**src/rtl/mdu_ctrl_if.sv**
```systemverilog
// mdu_ctrl_if: E-stage handshake and operand bus between the pipeline and the
// HI/LO multiply/divide controller.
//   start    : HILO-class instruction valid in E this cycle
//   op       : operation code (1 mult, 2 multu, 3 div, 4 divu, 5 mfhi, 6 mflo, 7 mthi, 8 mtlo)
//   kill     : exception/interrupt taken this cycle, blocks acceptance
//   a, b     : forwarded rs / rt operands
//   busy     : multiply/divide in flight
//   stall    : stall request to the hazard unit
//   hilo_out : HI for mfhi, LO for mflo, else zero
interface mdu_ctrl_if;
    localparam int unsigned DATA_W = 32;
    localparam int unsigned OP_W   = 4;

    logic              start;
    logic [OP_W-1:0]   op;
    logic              kill;
    logic [DATA_W-1:0] a;
    logic [DATA_W-1:0] b;
    logic              busy;
    logic              stall;
    logic [DATA_W-1:0] hilo_out;

    modport master (
        output start, op, kill, a, b,
        input  busy, stall, hilo_out
    );

    modport slave (
        input  start, op, kill, a, b,
        output busy, stall, hilo_out
    );
endinterface

```
**src/rtl/mdu_ctrl.sv**
```systemverilog
// mdu_ctrl: multi-cycle HI/LO unit controller (mult/multu, optional div/divu,
// mfhi/mflo/mthi/mtlo) with fixed busy latency and hazard stall request.
// Ports:
//   clk   : clock, all state changes on the rising edge
//   reset : asynchronous active-low reset
//   bus   : mdu_ctrl_if.slave (start, op, kill, a, b -> busy, stall, hilo_out)
// Configuration:
//   MDU_DIV_EN : when defined, div/divu are supported; otherwise ops 3/4 are
//                treated as no-ops and no divider is built.
module mdu_ctrl #(
    parameter int unsigned MULT_CYCLES = 5,
    parameter int unsigned DIV_CYCLES  = 10
) (
    input logic        clk,
    input logic        reset,
    mdu_ctrl_if.slave  bus
);

    localparam int unsigned MAX_CYCLES = (MULT_CYCLES > DIV_CYCLES) ? MULT_CYCLES : DIV_CYCLES;
    localparam int unsigned CNT_W      = $clog2(MAX_CYCLES + 1);
    localparam int unsigned DATA_W     = 32;

    localparam logic [3:0] OP_MULT  = 4'd1;
    localparam logic [3:0] OP_MULTU = 4'd2;
    localparam logic [3:0] OP_DIV   = 4'd3;
    localparam logic [3:0] OP_DIVU  = 4'd4;
    localparam logic [3:0] OP_MFHI  = 4'd5;
    localparam logic [3:0] OP_MFLO  = 4'd6;
    localparam logic [3:0] OP_MTHI  = 4'd7;
    localparam logic [3:0] OP_MTLO  = 4'd8;

    typedef enum logic [1:0] {
        IDLE = 2'd0,
        MUL  = 2'd1,
        DIV  = 2'd2
    } state_t;

    state_t             state_q, state_d;
    logic [CNT_W-1:0]   cnt_q, cnt_d;
    logic [DATA_W-1:0]  hi_q, hi_d;
    logic [DATA_W-1:0]  lo_q, lo_d;
    logic [DATA_W-1:0]  a_q, a_d;
    logic [DATA_W-1:0]  b_q, b_d;
    logic               sgn_q, sgn_d;
    logic               busy_q, busy_d;

    logic               accept_c;
    logic               long_op_c;
    logic [63:0]        a_ext_c;
    logic [63:0]        b_ext_c;
    logic [63:0]        prod_c;

    // Acceptance only from IDLE and only when the instruction is not killed.
    assign accept_c = bus.start & ~bus.kill & (state_q == IDLE);

    // Ops that occupy the unit for multiple cycles.
`ifdef MDU_DIV_EN
    assign long_op_c = (bus.op == OP_MULT) | (bus.op == OP_MULTU) |
                       (bus.op == OP_DIV)  | (bus.op == OP_DIVU);
`else
    assign long_op_c = (bus.op == OP_MULT) | (bus.op == OP_MULTU);
`endif

    // Sign- or zero-extend latched operands; the low 64 bits of the product
    // are then correct for both signed and unsigned multiply.
    assign a_ext_c = {{DATA_W{sgn_q & a_q[DATA_W-1]}}, a_q};
    assign b_ext_c = {{DATA_W{sgn_q & b_q[DATA_W-1]}}, b_q};
    assign prod_c  = a_ext_c * b_ext_c;

`ifdef MDU_DIV_EN
    logic [DATA_W-1:0] quo_c;
    logic [DATA_W-1:0] rem_c;

    // Quotient/remainder from latched operands; SV division truncates toward
    // zero so the remainder carries the dividend's sign.
    always_comb begin
        quo_c = '0;
        rem_c = '0;
        if (b_q != '0) begin
            if (sgn_q) begin
                quo_c = DATA_W'($signed(a_q) / $signed(b_q));
                rem_c = DATA_W'($signed(a_q) % $signed(b_q));
            end else begin
                quo_c = a_q / b_q;
                rem_c = a_q % b_q;
            end
        end
    end
`endif

    // Next-state and register-update logic.
    always_comb begin
        state_d = state_q;
        cnt_d   = cnt_q;
        hi_d    = hi_q;
        lo_d    = lo_q;
        a_d     = a_q;
        b_d     = b_q;
        sgn_d   = sgn_q;
        busy_d  = busy_q;

        case (state_q)
            IDLE: begin
                if (accept_c) begin
                    case (bus.op)
                        OP_MULT, OP_MULTU: begin
                            state_d = MUL;
                            cnt_d   = CNT_W'(MULT_CYCLES);
                            busy_d  = 1'b1;
                            a_d     = bus.a;
                            b_d     = bus.b;
                            sgn_d   = (bus.op == OP_MULT);
                        end
`ifdef MDU_DIV_EN
                        OP_DIV, OP_DIVU: begin
                            state_d = DIV;
                            cnt_d   = CNT_W'(DIV_CYCLES);
                            busy_d  = 1'b1;
                            a_d     = bus.a;
                            b_d     = bus.b;
                            sgn_d   = (bus.op == OP_DIV);
                        end
`endif
                        OP_MTHI: hi_d = bus.a;
                        OP_MTLO: lo_d = bus.a;
                        default: ;
                    endcase
                end
            end

            MUL: begin
                cnt_d = cnt_q - CNT_W'(1);
                if (cnt_q <= CNT_W'(1)) begin
                    hi_d    = prod_c[63:32];
                    lo_d    = prod_c[31:0];
                    state_d = IDLE;
                    busy_d  = 1'b0;
                    cnt_d   = '0;
                end
            end

            DIV: begin
`ifdef MDU_DIV_EN
                cnt_d = cnt_q - CNT_W'(1);
                if (cnt_q <= CNT_W'(1)) begin
                    // Divide by zero keeps full latency but leaves HI/LO alone.
                    if (b_q != '0) begin
                        hi_d = rem_c;
                        lo_d = quo_c;
                    end
                    state_d = IDLE;
                    busy_d  = 1'b0;
                    cnt_d   = '0;
                end
`else
                // Unreachable without a divider; recover to IDLE.
                state_d = IDLE;
                busy_d  = 1'b0;
                cnt_d   = '0;
`endif
            end

            default: begin
                state_d = IDLE;
                busy_d  = 1'b0;
                cnt_d   = '0;
            end
        endcase
    end

    // State and data registers; reset discards any pending result.
    always_ff @(posedge clk or negedge reset) begin
        if (!reset) begin
            state_q <= IDLE;
            cnt_q   <= '0;
            hi_q    <= '0;
            lo_q    <= '0;
            a_q     <= '0;
            b_q     <= '0;
            sgn_q   <= 1'b0;
            busy_q  <= 1'b0;
        end else begin
            state_q <= state_d;
            cnt_q   <= cnt_d;
            hi_q    <= hi_d;
            lo_q    <= lo_d;
            a_q     <= a_d;
            b_q     <= b_d;
            sgn_q   <= sgn_d;
            busy_q  <= busy_d;
        end
    end

    assign bus.busy = busy_q;

    // Stall is combinational on start so the issuing instruction holds in E;
    // gated by reset so it is forced low while reset is asserted.
    assign bus.stall = reset & (busy_q | (bus.start & long_op_c));

    // Move-from read port, combinational from the current HI/LO.
    always_comb begin
        bus.hilo_out = '0;
        if (bus.op == OP_MFHI) begin
            bus.hilo_out = hi_q;
        end else if (bus.op == OP_MFLO) begin
            bus.hilo_out = lo_q;
        end
    end

endmodule
```
**src/flat_wrapper.sv**
```systemverilog
// flat-port wrapper written by rule: the top's interface ports become plain ports
module mdu_ctrl_flat 
#(
    parameter int unsigned MULT_CYCLES = 5,
    parameter int unsigned DIV_CYCLES  = 10
)
  (clk, reset, bus_start, bus_op, bus_kill, bus_a, bus_b, bus_busy, bus_stall, bus_hilo_out);
  mdu_ctrl_if bus_i ();
  input logic clk;
  input logic reset;
  input wire logic [$bits(bus_i.start)-1:0] bus_start;
  input wire logic [$bits(bus_i.op)-1:0] bus_op;
  input wire logic [$bits(bus_i.kill)-1:0] bus_kill;
  input wire logic [$bits(bus_i.a)-1:0] bus_a;
  input wire logic [$bits(bus_i.b)-1:0] bus_b;
  output wire logic [$bits(bus_i.busy)-1:0] bus_busy;
  output wire logic [$bits(bus_i.stall)-1:0] bus_stall;
  output wire logic [$bits(bus_i.hilo_out)-1:0] bus_hilo_out;
  assign bus_i.start = bus_start;
  assign bus_i.op = bus_op;
  assign bus_i.kill = bus_kill;
  assign bus_i.a = bus_a;
  assign bus_i.b = bus_b;
  assign bus_busy = bus_i.busy;
  assign bus_stall = bus_i.stall;
  assign bus_hilo_out = bus_i.hilo_out;
  mdu_ctrl #(.MULT_CYCLES(MULT_CYCLES), .DIV_CYCLES(DIV_CYCLES)) u_core (.clk(clk), .reset(reset), .bus(bus_i));
endmodule
```
**config.mk**
```make
export PLATFORM = sky130hd
export DESIGN_NAME = mdu_ctrl_flat
export DESIGN_NICKNAME = d
export VERILOG_FILES = /design/src/rtl/mdu_ctrl_if.sv /design/src/rtl/mdu_ctrl.sv /design/src/flat_wrapper.sv
export SDC_FILE = /design/constraint.sdc
export NUM_CORES = 2
export LEC_CHECK = 0
export BUFFER_PORTS_ARGS = -buffer_cell sky130_fd_sc_hd__buf_2
export CAP_MARGIN = 40
export CORE_MARGIN = 2
export CORE_UTILIZATION = 50
export CTS_CLUSTER_DIAMETER = 100
export DETAILED_ROUTE_END_ITERATION = 8
export HOLD_SLACK_MARGIN = 0.02
export PLACE_DENSITY = 0.72
export SETUP_SLACK_MARGIN = 0.3
export SLEW_MARGIN = 10
export SYNTH_ARGS = -nofsm -noshare
export SYNTH_HDL_FRONTEND = slang
export SYNTH_SLANG_ARGS = --single-unit
```
**constraint.sdc**
```tcl
create_clock -name clk -period 9.2 [get_ports clk]
set_input_delay 0.46 -clock clk [delete_from_list [all_inputs] [get_ports clk]]
set_output_delay 0.46 -clock clk [all_outputs]
set_load 0.02 [all_outputs]
```
==> run_results.csv <==
group,metric,value,unit
grt,grt_max_degree,85,
place,portBuffers,105,
timing,slew_headroom,34.86,%
critical_path,cp_max_fo,16,
critical_path,crit_type,"reg -> reg",
clock_tree,numCtsBuffers,17,
clock_tree,clockBufferDepth,2,
yosys,syn-cell-area,0.04379,mm^2
grt,grt_usage,28.65,%
drt,dr_total_vias,32270,
final_layout,register_area,0.003358,mm^2
critical_path,critPathCaptureType,"flip-flop",
floorplan,die-height,300.0,um
yosys,async_flop_share,100.0,%
yosys,muxShareOfSynthArea,1.923,%
place,dp_hpwl,101600,um
yosys,synth_edf_count,0,
critical_path,cp_slowest_cell,"dfrtp_1",
drt,final_antenna_net_count,0,
grt,grtUsageMet2,48.67,%
yosys,syn-instance-count,4700,
final_layout,mostFrequentLayoutCell,"inv_1",
floorplan,io_pins,106,
timing,finalHoldViolCount,0,
yosys,synthSimpleGateAreaFrac,14.21,%
run_status,outcome,"complete, no violations",
place,gp_congestion,0.9095,
clock_tree,cts_hold_buffers,0,
timing,skew,0.02114,ns
grt,grt_pass1_vias,35690,
timing,rsz0062_at_grt,"false",
clock_tree,clk_latency,0.46,ns
critical_path,crit_required,9.51,ns
critical_path,start_kind,"flip-flop",
yosys,ys_types,76,
floorplan,coreArea,0.08675,mm^2
grt,met3_usage,4.213,%
clock_tree,root_buffer,"clkbuf_16",
drt,drt_pre_antenna_iters,5,
timing,layout_min_cycle_time,8.572,ns
timing,setup_viol,0,
clock_tree,ctsResizeCount,0,
drt,viasPerCell,5.497,
clock_tree,htree_levels,4,
yosys,ys.flop_type,"dfrtp_1",
yosys,yosysWarningCount,0,
floorplan,rows,108,
yosys,syn-num-nets,6111,
drt,drt_iter0_markers,2510,
clock_tree,clkSinkCount,134,
drt,drc,0,
yosys,synth_adder_area_share,57.54,%
yosys,yosys.area.top_type,"fa_1",
clock_tree,clk_pin_slew,0.07,ns
floorplan,initial_core_util,50.48,%
yosys,synth_top_family_by_area,"adder cells",
final_layout,final_area,0.04692,mm^2
yosys,synth-seq-cells,134,
final_layout,nets,6113,
drt,routedWlPerCell,20.92,um
grt,antenna_found_initial,4,
final_layout,drive_above_1_share,8.420,%
run,maxCapViolCount,0,
yosys,ys_seq_area_share,7.657,%
timing,final-max-slew-violation-count,0,
critical_path,cpMostUsedCell,"fa_1",
final_layout,fillCellCount,7595,
timing,max_freq,116.7,MHz
grt,grt.busiest_layer,"met2",
yosys,synthXorXnorAreaFrac,1.560,%
yosys,synth_area_leaders,"fa_1 (51%), inv_1 (9.7%), dfrtp_1 (7.7%)",
final_layout,final_cell_mix,"inv_1 (1133), fa_1 (1125), nand2_1 (785), and2_1 (347), ha_1 (214)",
floorplan,die_w,300.0,um
grt,grt_pass1_wl,198400,um
place,dpl_cell_area,0.04628,mm^2
final_layout,multiInputGateArea,0.03519,mm^2
timing,tns,0,ns
drt,wirelength,122800,um
timing,post-route-period-util,93.18,%
yosys,syn_avg_cell_area,9.318,um^2
floorplan,die_area,0.08997,mm^2
clock_tree,postCtsSetupRepairBufs,0,
final_layout,syn_to_final_growth,7.128,%
grt,grt_overflow,0,
critical_path,slowest_delay,0.95,ns
grt,grt_use_met1,35.87,%
yosys,yosys.area.top_type_share,51.43,%
critical_path,cp.arrival,8.88,ns
timing,tightest_slew,0.9771,ns
yosys,synth_compound_area_share,4.994,%
min_path,holdCritPathClass,"in -> async",
clock_tree,cts_tree,"built",
-- kinds of logic (layout without fill, tap and decap cells) --
group | Yosys count | after routing
multiplexers | 76 | 76
adder cells (fa/ha/maj) | 1339 | 1339
AND/OR/NAND/NOR | 1327 | 1327
other | 0 | 1
AO/OA/AOI/OAI | 336 | 336
XOR/XNOR | 78 | 78
buffers and inverters | 1410 | 1425
flip-flops | 134 | 134
-- worst max-delay path, delay by kind of cell (launching register included) --
family,cells,cell delay (ns)
adders and majority gates,9,4.32
AOI/OAI and AO/OA,8,1.99
DFF,1,0.95
buffers and inverters,6,0.57
xor gates and xnor gates,1,0.37
and+or+nand+nor,2,0.20
-- synthesized netlist by cell type, types with 3 or more instances --
master,instances
inv_1,1133
fa_1,1125
nand2_1,785
and2_1,347
clkbuf_1,267
ha_1,214
dfrtp_1,134
a21oi_1,107
o21ai_0,83
mux2_2,65
nor2_1,58
xnor2_1,56
a22o_1,32
a21o_1,31
and3_1,23
nor2b_1,23
xor2_1,22
nand4_1,18
nand3_1,15
mux2i_1,11
o21bai_1,11
or2_2,11
nor3_1,10
nor3b_1,9
a211oi_1,7
a31oi_1,7
buf_2,6
nand2b_1,6
o211ai_1,6
o21ai_1,6
nor4_1,4
o21a_1,4
o221ai_1,4
a211o_1,3
a21boi_0,3
a221oi_1,3
-- registers in the layout (all words and copies together), names as in the netlist --
name / cells
u_core.sgn_q: 1
u_core.hi_q: 32
u_core.state_q: 1
u_core.a_q: 32
u_core.cnt_q: 4
u_core.b_q: 32
u_core.lo_q: 32
-- metal layers --
metal  up-vias  wire, um
met5         -        20
met4         2      7309
met3       375      9060
met2      1472     61200
met1     16800     45240
li1      13630         -
-- stage by stage --
| stage | utilization (%) | cells | hold slack, ns | setup slack [ns] |
|---|---|---|---|---|
| 3_5_place_dp | 53.35 | 5836 | 0.4702 | 0.7301 |
| 6_report | 54.08 | 5871 | 0.06045 | 0.6277 |
| 3_3_place_gp | 52.78 | 5815 | 0.4606 | 0.6781 |
| 5_1_grt | 54.08 | 5870 | 0.1245 | 0.3744 |
| 4_1_cts | 54.01 | 5868 | 0.1036 | 0.6760 |
| 2_1_floorplan | - | 4700 | 0.1644 | 1.308 |
-- layout make-up --
type | instances | share of cell area, %
diodes | 1 | 0.005334
clock buffers | 17 | 0.9067
clock inverters | 15 | 0.3227
inverters | 1134 | 9.073
multi-input cells | 3156 | 75.01
flip-flops and latches | 134 | 7.158
well taps | 1155 | 3.080
repair buffers | 259 | 4.446
-- final timing paths --
| path | start | to | slack [ns] | depth (start not counted) |
|---|---|---|---|---|
| setup / recovery | u_core.a_q[12]$_DFFE_PN0P_ | u_core.hi_q[8]$_DFFE_PN0P_ | 0.63 | 26 |
| hold / removal | reset | u_core.state_q[0]$_DFFE_PN0P_ | 0.06 | 1 |
| setup reg to reg | u_core.a_q[12]$_DFFE_PN0P_ | u_core.hi_q[8]$_DFFE_PN0P_ | 0.63 | 26 |
| hold reg to reg | u_core.lo_q[9]$_DFFE_PN0P_ | u_core.lo_q[9]$_DFFE_PN0P_ | 0.48 | 2 |
| max in group asynchronous | reset | u_core.b_q[9]$_DFFE_PN0P_ | 7.93 | 3 |
| min in group clk | bus_b[11] | u_core.b_q[11]$_DFFE_PN0P_ | 0.23 | 2 |
Power is left out: the tool's default activity adds up to more than one toggle a clock period on the data nets, which glitch-free logic cannot reach.
